==> config.mk <==
export PLATFORM = sky130hd
export DESIGN_NAME = xbus_target
export DESIGN_NICKNAME = d
export VERILOG_FILES = /design/src/rtl/xbus_pkg.sv /design/src/rtl/xbus_word_decode.sv /design/src/rtl/xbus_target.sv
export SDC_FILE = /design/constraint.sdc
export NUM_CORES = 1
export LEC_CHECK = 0
export ABC_AREA = 1
export ABC_CLOCK_PERIOD_IN_PS = 4840
export CORE_MARGIN = 1
export CORE_UTILIZATION = 54
export CTS_CLUSTER_DIAMETER = 40
export CTS_CLUSTER_SIZE = 20
export DETAILED_ROUTE_END_ITERATION = 7
export GPL_TIMING_DRIVEN = 0
export PLACE_DENSITY_LB_ADDON = 0.1
export SLEW_MARGIN = 5
export SYNTH_ARGS = -nofsm -noshare
export SYNTH_HDL_FRONTEND = slang
export SYNTH_SLANG_ARGS = --single-unit
==> constraint.sdc <==
create_clock -name clk_i -period 4.84 [get_ports clk_i]
set_input_delay 1.21 -clock clk_i [delete_from_list [all_inputs] [get_ports clk_i]]
set_output_delay 1.21 -clock clk_i [all_outputs]
set_load 0.05 [all_outputs]
==> src/rtl/xbus_pkg.sv <==
// Shared xbus link definitions: word tags, control-word bit positions,
// target FSM states and a control-word builder.
package xbus_pkg;

    // Word tags carried in bits [35:32]
    localparam logic [3:0] XB_NOP  = 4'd0;
    localparam logic [3:0] XB_ADR  = 4'd1;
    localparam logic [3:0] XB_CTRL = 4'd3;
    localparam logic [3:0] XB_D0   = 4'd4;
    localparam logic [3:0] XB_D1   = 4'd5;
    localparam logic [3:0] XB_D2   = 4'd6;
    localparam logic [3:0] XB_D3   = 4'd7;

    // Control payload bit positions
    localparam int unsigned CB_WE     = 31;
    localparam int unsigned CB_TRIG   = 30;
    localparam int unsigned CB_SYNC   = 29;
    localparam int unsigned CB_ERR    = 28;
    localparam int unsigned CB_MST_HI = 27;
    localparam int unsigned CB_MST_LO = 22;
    localparam int unsigned CB_DEV_HI = 21;
    localparam int unsigned CB_DEV_LO = 16;
    localparam int unsigned CB_SEL_HI = 15;

    typedef enum logic [1:0] {
        IDLE  = 2'd0,
        CYCLE = 2'd1,
        RESP  = 2'd2,
        DONE  = 2'd3
    } xb_tstate_t;

    // Assemble a tagged control word from its fields
    function automatic logic [35:0] xb_ctrl_word(
        input logic        we,
        input logic        trig,
        input logic        sync,
        input logic        err,
        input logic [5:0]  master,
        input logic [5:0]  dev,
        input logic [15:0] sel
    );
        logic [35:0] w;
        w                        = 36'h0;
        w[35:32]                 = XB_CTRL;
        w[CB_WE]                 = we;
        w[CB_TRIG]               = trig;
        w[CB_SYNC]               = sync;
        w[CB_ERR]                = err;
        w[CB_MST_HI:CB_MST_LO]   = master;
        w[CB_DEV_HI:CB_DEV_LO]   = dev;
        w[CB_SEL_HI:0]           = sel;
        return w;
    endfunction

endpackage

==> src/rtl/xbus_word_decode.sv <==
// Combinational split of a received xbus word into tag class and control
// fields, plus the device-select compare against this target's number.
module xbus_word_decode #(
    parameter logic [5:0] kDevNum = 6'd1
) (
    input  logic [35:0] xbd,
    output logic [31:0] payload,
    output logic        is_adr,
    output logic        is_ctrl,
    output logic        is_data,
    output logic [1:0]  lane,
    output logic        we,
    output logic        trig,
    output logic        sync,
    output logic [5:0]  master,
    output logic [15:0] sel,
    output logic        dev_match
);
    import xbus_pkg::*;

    logic [3:0] tag_s;

    assign tag_s     = xbd[35:32];
    assign payload   = xbd[31:0];
    assign is_adr    = (tag_s == XB_ADR);
    assign is_ctrl   = (tag_s == XB_CTRL);
    assign is_data   = (tag_s == XB_D0) || (tag_s == XB_D1) ||
                       (tag_s == XB_D2) || (tag_s == XB_D3);
    assign lane      = tag_s[1:0];
    assign we        = xbd[CB_WE];
    assign trig      = xbd[CB_TRIG];
    assign sync      = xbd[CB_SYNC];
    assign master    = xbd[CB_MST_HI:CB_MST_LO];
    assign sel       = xbd[CB_SEL_HI:0];
    assign dev_match = (xbd[CB_DEV_HI:CB_DEV_LO] == kDevNum);

endmodule

==> src/rtl/xbus_target.sv <==
// Device-side xbus endpoint: collects address/data/control words from the
// bridge, runs one 128-bit local bus-master cycle, then returns read lanes
// and a completion control word on the transmit link.
module xbus_target #(
    parameter logic [5:0] kDevNum  = 6'd1,
    parameter logic [8:0] kTimeout = 9'd256
) (
    input  logic         clk_i,
    input  logic         rst_ni,
    input  logic [35:0]  xbd_i,
    input  logic         xb_de_i,
    input  logic         tx_de_i,
    output logic [35:0]  xbd_o,
    output logic         cyc_o,
    output logic         stb_o,
    output logic         we_o,
    output logic [15:0]  sel_o,
    output logic [31:0]  adr_o,
    output logic [127:0] dat_o,
    input  logic         ack_i,
    input  logic         err_i,
    input  logic [127:0] dat_i,
    output logic         sel_flag_o,
    output logic         ovr_o
);
    import xbus_pkg::*;

    localparam logic [8:0] TMO_LAST = kTimeout - 9'd1;

    xb_tstate_t state_r, state_next_s;

    logic [35:0]  xbd_r, xbd_next_s;
    logic         cyc_r, we_r, err_r;
    logic [15:0]  sel_r;
    logic [5:0]   mst_r;
    logic [31:0]  adr_r;
    logic [127:0] dat_r, rbuf_r;
    logic         sel_flag_r, ovr_r;
    logic         sync_r;
    logic [5:0]   sync_mst_r;
    logic [8:0]   tmo_cnt_r;
    logic [2:0]   lane_idx_r;

    logic [31:0]  payload_s;
    logic         is_adr_s, is_ctrl_s, is_data_s;
    logic [1:0]   lane_s;
    logic         we_s, trig_s, sync_s, dev_match_s;
    logic [5:0]   master_s;
    logic [15:0]  sel_s;

    logic         idle_s, hit_ctrl_s, trig_go_s, ld_adr_s, ld_dat_s, drop_s;
    logic         bus_end_s, bus_ok_s;
    logic [3:0]   lane_hit_s;
    logic [1:0]   cur_lane_s;
    logic         found_s, more_s;

    xbus_word_decode #(.kDevNum(kDevNum)) u_decode (
        .xbd       (xbd_i),
        .payload   (payload_s),
        .is_adr    (is_adr_s),
        .is_ctrl   (is_ctrl_s),
        .is_data   (is_data_s),
        .lane      (lane_s),
        .we        (we_s),
        .trig      (trig_s),
        .sync      (sync_s),
        .master    (master_s),
        .sel       (sel_s),
        .dev_match (dev_match_s)
    );

    // A control word carries its own device select, so it is judged by its
    // own compare; address/data words rely on the current selection.
    assign idle_s     = (state_r == IDLE);
    assign hit_ctrl_s = xb_de_i && is_ctrl_s && dev_match_s;
    assign trig_go_s  = hit_ctrl_s && trig_s && idle_s;
    assign ld_adr_s   = xb_de_i && sel_flag_r && idle_s && is_adr_s;
    assign ld_dat_s   = xb_de_i && sel_flag_r && idle_s && is_data_s;
    assign drop_s     = !idle_s &&
                        ((xb_de_i && sel_flag_r && (is_adr_s || is_data_s)) ||
                         (hit_ctrl_s && trig_s));
    assign bus_ok_s   = ack_i && !err_i;
    assign bus_end_s  = (state_r == CYCLE) &&
                        (ack_i || err_i || (tmo_cnt_r == TMO_LAST));

    assign lane_hit_s[0] = |sel_r[3:0];
    assign lane_hit_s[1] = |sel_r[7:4];
    assign lane_hit_s[2] = |sel_r[11:8];
    assign lane_hit_s[3] = |sel_r[15:12];

    // Find the next enabled read lane at or after lane_idx_r and whether any follow it
    always_comb begin
        cur_lane_s = 2'd0;
        found_s    = 1'b0;
        more_s     = 1'b0;
        for (int i = 0; i < 4; i++) begin
            if (lane_hit_s[i] && (3'(i) >= lane_idx_r)) begin
                if (found_s) begin
                    more_s = 1'b1;
                end else begin
                    found_s    = 1'b1;
                    cur_lane_s = 2'(i);
                end
            end else begin
                more_s = more_s;
            end
        end
    end

    // FSM state register
    always_ff @(posedge clk_i or negedge rst_ni) begin
        if (!rst_ni) begin
            state_r <= IDLE;
        end else begin
            state_r <= state_next_s;
        end
    end

    // FSM next state and the word to transmit on the next tx slot.
    // A read with no byte lanes enabled has nothing to return, so it goes
    // straight to DONE instead of parking in RESP.
    always_comb begin
        state_next_s = state_r;
        xbd_next_s   = xbd_r;
        case (state_r)
            IDLE: begin
                if (sync_r) begin
                    xbd_next_s = xb_ctrl_word(1'b0, 1'b0, 1'b1, 1'b0, sync_mst_r,
                                              kDevNum, 16'h0000);
                end else begin
                    xbd_next_s = {XB_NOP, 32'h0000_0000};
                end
                if (trig_go_s) begin
                    state_next_s = CYCLE;
                end else begin
                    state_next_s = IDLE;
                end
            end
            CYCLE: begin
                if (bus_end_s) begin
                    if (!we_r && (|sel_r)) begin
                        state_next_s = RESP;
                    end else begin
                        state_next_s = DONE;
                    end
                end else begin
                    state_next_s = CYCLE;
                end
            end
            RESP: begin
                xbd_next_s = {XB_D0 + {2'b00, cur_lane_s},
                              rbuf_r[{cur_lane_s, 5'd0} +: 32]};
                if (tx_de_i && !more_s) begin
                    state_next_s = DONE;
                end else begin
                    state_next_s = RESP;
                end
            end
            DONE: begin
                xbd_next_s = xb_ctrl_word(we_r, 1'b1, 1'b0, err_r, mst_r, kDevNum, sel_r);
                if (tx_de_i) begin
                    state_next_s = IDLE;
                end else begin
                    state_next_s = DONE;
                end
            end
            default: begin
                state_next_s = IDLE;
                xbd_next_s   = {XB_NOP, 32'h0000_0000};
            end
        endcase
    end

    // Receive side: selection, address/data staging, overrun flag and sync echo request
    always_ff @(posedge clk_i or negedge rst_ni) begin
        if (!rst_ni) begin
            sel_flag_r <= 1'b0;
            adr_r      <= 32'h0000_0000;
            dat_r      <= 128'h0;
            ovr_r      <= 1'b0;
            sync_r     <= 1'b0;
            sync_mst_r <= 6'd0;
        end else begin
            if (xb_de_i && is_ctrl_s) begin
                sel_flag_r <= dev_match_s;
            end
            if (ld_adr_s) begin
                adr_r <= payload_s;
            end
            if (ld_dat_s) begin
                dat_r[{lane_s, 5'd0} +: 32] <= payload_s;
            end
            if (drop_s) begin
                ovr_r <= 1'b1;
            end
            if (hit_ctrl_s) begin
                if (sync_s && !trig_s) begin
                    sync_r     <= 1'b1;
                    sync_mst_r <= master_s;
                end else if (!sync_s) begin
                    sync_r <= 1'b0;
                end
            end
        end
    end

    // Local-bus master cycle: latch the command on trigger, end on ack, err or timeout
    always_ff @(posedge clk_i or negedge rst_ni) begin
        if (!rst_ni) begin
            cyc_r     <= 1'b0;
            we_r      <= 1'b0;
            sel_r     <= 16'h0000;
            mst_r     <= 6'd0;
            err_r     <= 1'b0;
            tmo_cnt_r <= 9'd0;
            rbuf_r    <= 128'h0;
        end else if (trig_go_s) begin
            cyc_r     <= 1'b1;
            we_r      <= we_s;
            sel_r     <= sel_s;
            mst_r     <= master_s;
            err_r     <= 1'b0;
            tmo_cnt_r <= 9'd0;
        end else if (state_r == CYCLE) begin
            if (bus_end_s) begin
                cyc_r <= 1'b0;
                if (bus_ok_s) begin
                    rbuf_r <= dat_i;
                    err_r  <= 1'b0;
                end else begin
                    rbuf_r <= 128'h0;
                    err_r  <= 1'b1;
                end
            end else if (tmo_cnt_r != 9'h1FF) begin
                tmo_cnt_r <= tmo_cnt_r + 9'd1;
            end
        end
    end

    // Transmit side: update the outgoing word and lane pointer only on tx slots
    always_ff @(posedge clk_i or negedge rst_ni) begin
        if (!rst_ni) begin
            xbd_r      <= 36'h0;
            lane_idx_r <= 3'd0;
        end else begin
            if (tx_de_i) begin
                xbd_r <= xbd_next_s;
            end
            if (trig_go_s) begin
                lane_idx_r <= 3'd0;
            end else if ((state_r == RESP) && tx_de_i) begin
                lane_idx_r <= {1'b0, cur_lane_s} + 3'd1;
            end
        end
    end

    assign xbd_o      = xbd_r;
    assign cyc_o      = cyc_r;
    assign stb_o      = cyc_r;
    assign we_o       = we_r;
    assign sel_o      = sel_r;
    assign adr_o      = adr_r;
    assign dat_o      = dat_r;
    assign sel_flag_o = sel_flag_r;
    assign ovr_o      = ovr_r;

endmodule

== After elaboration in Yosys (flattened, before gate mapping) ==
Cells that the tools add are included.
Cells by class
  add/sub/neg operators: 4
  $lt $le $gt $ge: 4
  equal/unequal tests: 14
  shift-type cells: 3
  muxes and demuxes: 40
  bitwise operators: 1
  reduce and logical (&&, ||, !) cells: 49
Operator list (count)
  128-bit bitwise mux: 1
  128-bit 2-to-1 mux: 1
  32-bit by 9-bit variable shift with 128-bit output (first input constant): 1
  128-bit by 8-bit indexed part select with 32-bit output: 1
  32-bit by 9-bit indexed part select with 128-bit output: 1
  36-bit one-hot mux with 3 select lines: 1
  9-bit 2-to-1 mux: 4
  34-bit 2-to-1 mux: 1
  1-bit 2-to-1 mux: 23
  1-bit logical AND: 20
  4-bit by 3-bit equality test with 1-bit output (second input constant): 4
  16-bit OR reduction: 1
  4-bit OR reduction: 4
  2-bit 2-to-1 mux: 6
  9-bit by 1-bit adder with 9-bit output (second input constant): 1
  9-bit by 8-bit equality test with 1-bit output (second input constant): 1
  9-bit != test (second input constant): 1
  7-bit negation with 9-bit output: 1
  2-bit one-hot mux with 4 select lines: 1
  2-bit AND reduction: 4
  2-bit nonzero test: 4
  1-bit logical OR: 7
  6-bit by 1-bit equality test with 1-bit output (second input constant): 1
  1-bit by 3-bit greater-or-equal comparator with 1-bit output (first input constant): 2
  15 further kinds: 23
Storage, ports and cells
  flip-flop bits (word level): 372
  bits of input ports: 170
  output and inout port bits: 217

== Logic depth before layout (Yosys ltp) ==
  word-level depth: 13
  gate-level depth with buffers: 14
  gate-level depth less buffers: 12

== Hierarchy ==
A second synthesis with hierarchy kept.
Second synthesis, totals
  cell total of the unflattened synthesis: 1984
  area total of the unflattened synthesis: 16983.8 µm²
By module, submodules not included
  xbus_target: times used 1, cells each 1912, area each 16483.3 µm², sequential area each 9283.9 µm²
  xbus_word_decode: times used 1, cells each 72, area each 500.5 µm², sequential area each 0.0 µm²

== Worst setup path after synthesis ==
Ideal clock, no wire load.
  kind: input -> register
  start: input port xbd_i[32]
  end: register dat_r[117] (netlist: dat_o[117])
  library setup time: 120 ps
  arrival time: 3032 ps
  data required time: 4720 ps
  setup slack: 1687 ps
  stages on the path: 14
  path buffers: 5
  path through: clkbuf_1 > inv_1 > clkbuf_1 > ha_1 > buf_2 > nor2_1 > nand2_1 > nand3_1 > nor2_2 > inv_2 > buf_2 > clkbuf_1 > o21ai_0 > nand2_1
Between the ends
  word-level cells in the longest chain between the ends: 5
  elaborated cells on any way between the ends: 12
  classes of those cells: add/sub: 1; eq/ne: 4; shift: 2; mux: 1; reduce/logical: 4
RTL lines
  start, declared: RTL line xbus_target.sv:10  | input logic [35:0] xbd_i,
  parallel branches: the longest is 5 deep, another holds 7-bit negation with 9-bit output
  end signal, assigned by index: RTL line xbus_target.sv:191  | dat_r[{lane_s, 5'd0} +: 32] <= payload_s;
  end, declared: RTL line xbus_target.sv:37  | logic [127:0] dat_r, rbuf_r;
Parallel ways; which one is timed is not known.
A chain may end at the register's enable or synchronous reset.

== Worst setup path after layout ==
  start: input port xbd_i[32]
  end: register dat_r[118] (netlist: dat_o[118])
The elaborated chain is that of the path after synthesis.

==> results.toml <==
[yosys]
synthFlopType = "dfrtp_1"
synth_seq_cells = 371
yosysMostFrequentCell = "nand2_1"
synth_area_leaders = "dfrtp_1 56%, nand2_1 9.9%, nand3_1 8.9%"
yosys_warnings = 0
syn_nets = 2142
yosysUniqueCellTypes = 39
yosysSeqAreaShare_pct = 55.7
syn_avg_cell_area_um2 = 8.50
netlist.top_cell.by_area = "dfrtp_1"
synthCells = 1962
netlist.area_leader.share_pct = 55.7
synth_commonest_cells = "439 x nand2_1, 371 x dfrtp_1, 295 x nand3_1, 255 x o21ai_0, 176 x inv_1"
synth_enable_flop_cells = 0
synth-async-reset-ratio_pct = 100
syn_area_um2 = 16700

[drt]
first_pass_iters = 6
wl_per_cell_um = 20.0
via_per_inst = 5.67
wirelength_um = 56400
drc = 0
ant_nets = 0
vias = 16000
drtIter0Drc = 1482

[sta]
worst_pin_slew_ns = 0.879
relSlewSlack_pct = 41.4
fin_crit_sh_pct = 82.9
finalHoldViolCount = 0
rsz0062_at_grt = "false"
min_period_ns = 4.01
finalSetupViolCount = 0
drv_slew = 0
fmax_ghz = 0.249
skew_ns = 0.0252
worst_slack_ns = 0.826

[clock_network]
clockBufferDepth = 3
cts_setup_buffers = 0
cts_root_buffer = "clkbuf_16"
clk_pin_slew_ns = 0.07
htree_levels = 2
insertion_delay_ns = 0.55
ctsResizeCount = 0
cts_tree = "yes"
holdBufCountCts = 0
cts_buffers = 46
clkSinkCount = 371

[final_layout]
fin_cells = 2826
area_growth_pct = 36.2
nNetsFinal = 2578
drive_gt1_share_pct = 6.78
utilization_pct = 75.7

[worst_hold_path]
min_from = "xbd_o[34]"
hold_class = "reg2reg"
whs_path_depth = 2
worstHoldEndpoint = "xbd_o[34]"

[critical_path]
r2r-start = "tmo_cnt_r[0]"
cp.required_ns = 5.32
r2r_cells = 12
cp_data_arrival_time_ns = 4.50
path_buf_inv = 8
path_common_cell = "clkbuf_1"
endpoint_kind = "flop"
cp-start-kind = "input pin"
cp_slowest_cell = "clkdlybuf4s50_1"
worstSetupPathType = "in2reg"
crit_path_max_incr_delay_ns = 0.58
worstReg2RegEnd = "rbuf_r[35]"
cp_max_fo = 12
regToRegSetupSlack_ns = 2.26
crit_chain = "clkdlybuf4s50_1 -> clkbuf_1 -> inv_1 -> clkbuf_1 -> ha_1 -> buf_2 -> nor2_1 -> nand2_1 -> nand3_1 -> nor2_2 -> inv_2 -> buf_2 -> clkbuf_1 -> o21ai_0 -> nand2_1"
crit_family = "buffers and inverters"

[global_routing]
first_global_vias = 16000
grt_usage_pct = 35.7
antenna_found_initial = 0
grt_max_degree = 121
grt-ovfl-total = 0
grt_pass1_wl_um = 86300

[placement]
io_buffers = 385
place_ws_ns = 0.376
dp_hpwl_um = 41800
dp.cells = 2740
gp_congestion = 0.930

[power_and_ir_drop]
powerDensity_nw_per_um2 = 467
vdd_ir_drop_max_uv = 301
p_leak_nw = 10.8
p_total_mw = 10.6

[floorplan]
design.portCount = 387
die_y_um = 178
dieWidth_um = 178
start_util_pct = 55.5
core-area_um2 = 30000
num_rows = 63
die_area_um2 = 31600

[job]
cap_violations = 0

[run_status]
status = "finished, final reports clean"
==> worst max-delay path by stage <==
stage / from / to / depth (start not counted)
after floorplan: xbd_i[32] / dat_o[117] / 14
after global placement: rst_ni / dat_o[119] / 1
after detailed placement: xbd_i[32] / dat_o[118] / 15
after CTS: xbd_i[32] / dat_o[118] / 15
after global routing: xbd_i[32] / dat_o[118] / 15
final: xbd_i[32] / dat_o[118] / 15
==> tightest hold or removal path, cell delays in order (launching register included) <==
cell and delay [ns]:
dfrtp_1 0.34, nand2_1 0.05, nand2_1 0.05
==> registers in the layout, summed over array words and instances, names as in the netlist <==
signal	count
state_r	2
rbuf_r	128
sync_mst_r	6
ovr_o	1
adr_o	32
sync_r	1
we_o	1
dat_o	128
cyc_o	1
sel_o	16
tmo_cnt_r	9
mst_r	6
sel_flag_o	1
lane_idx_r	3
xbd_o	35
err_r	1
==> kinds of logic (layout without fill, tap and decap cells) <==
| family | after synthesis | after routing | share of synthesized area, % |
|---|---|---|---|
| and+or+nand+nor | 858 | 858 | 22.8 |
| AOI/OAI and AO/OA | 388 | 388 | 12.4 |
| DFF | 371 | 371 | 55.7 |
| buffers and inverters | 330 | 803 | 8.21 |
| adders and majority gates | 10 | 10 | 0.750 |
| xor gates and xnor gates | 4 | 4 | 0.210 |
| other | 1 | 2 | 0.0225 |
==> layout make-up <==
class | instances | area, um2
Tap cell | 390 | 488
Clock buffer | 51 | 1210
Antenna cell | 1 | 2.50
Fill cell | 2208 | 7310
Multi-Input combinational cell | 1261 | 6030
Buffer | 146 | 678
Inverter | 184 | 692
Clock inverter | 34 | 400
Timing Repair Buffer | 388 | 3940
Sequential cell | 371 | 9280
==> layer usage <==
| metal | wire length, um | track usage (%) | vias up | part of all wire (%) |
|---|---|---|---|---|
| li1 | - | - | 7349 | - |
| met1 | 21000 | 43.6 | 7703 | 37 |
| met5 | 0 | 0 | - | 0 |
| met3 | 5670 | 8.53 | 147 | 10 |
| met2 | 27500 | 60.8 | 816 | 49 |
| met4 | 2230 | 14.0 | 0 | 4.0 |
==> through the flow <==
step                      cell area [um2]  TNS [ns]  hold slack (ns)
after floorplan                     16700         0            0.453
after global placement              21000  -4973.31            0.461
after detailed placement            21100         0            0.468
after CTS                           22700         0            0.482
after global routing                22700         0            0.503
final                               22700         0            0.479
==> placed cells by master, fill, tap and decap left out, drive strengths merged <==
| cell | netlist | final |
|---|---|---|
| dfrtp | 371 | 371 |
| buf | 58 | 62 |
| and3 | 1 | 1 |
| nand2 | 443 | 443 |
| a31oi | 1 | 1 |
| o21ai | 292 | 292 |
| or3 | 1 | 1 |
| nand3 | 296 | 296 |
| nand4 | 43 | 43 |
| a221oi | 6 | 6 |
| ha | 10 | 10 |
| xnor2 | 1 | 1 |
| o31ai | 33 | 33 |
| conb | 1 | 1 |
| clkinv | 1 | 13 |
| clkbuf | 88 | 139 |
| xor2 | 3 | 3 |
| o21bai | 1 | 1 |
| nor3 | 5 | 5 |
| inv | 183 | 192 |
| o22ai | 1 | 1 |
| o211ai | 3 | 3 |
| nor2 | 63 | 63 |
| a21oi | 51 | 51 |
| and2 | 1 | 1 |
| nand3b | 4 | 4 |
| clkdlybuf4s50 | 0 | 384 |
| or2 | 1 | 1 |
| diode | 0 | 1 |
| bufinv | 0 | 5 |
| clkinvlp | 0 | 8 |
==> report_power, final <==
part | total (mW) | switching [mW] | internal, mW | leakage (nW)
clock | 3.59 | 1.46 | 2.12 | 0.762
combinational | 2.92 | 1.98 | 0.941 | 4.98
sequential | 4.11 | 0.318 | 3.79 | 5.05
No activity file was read; power rests on OpenSTA's default activity.
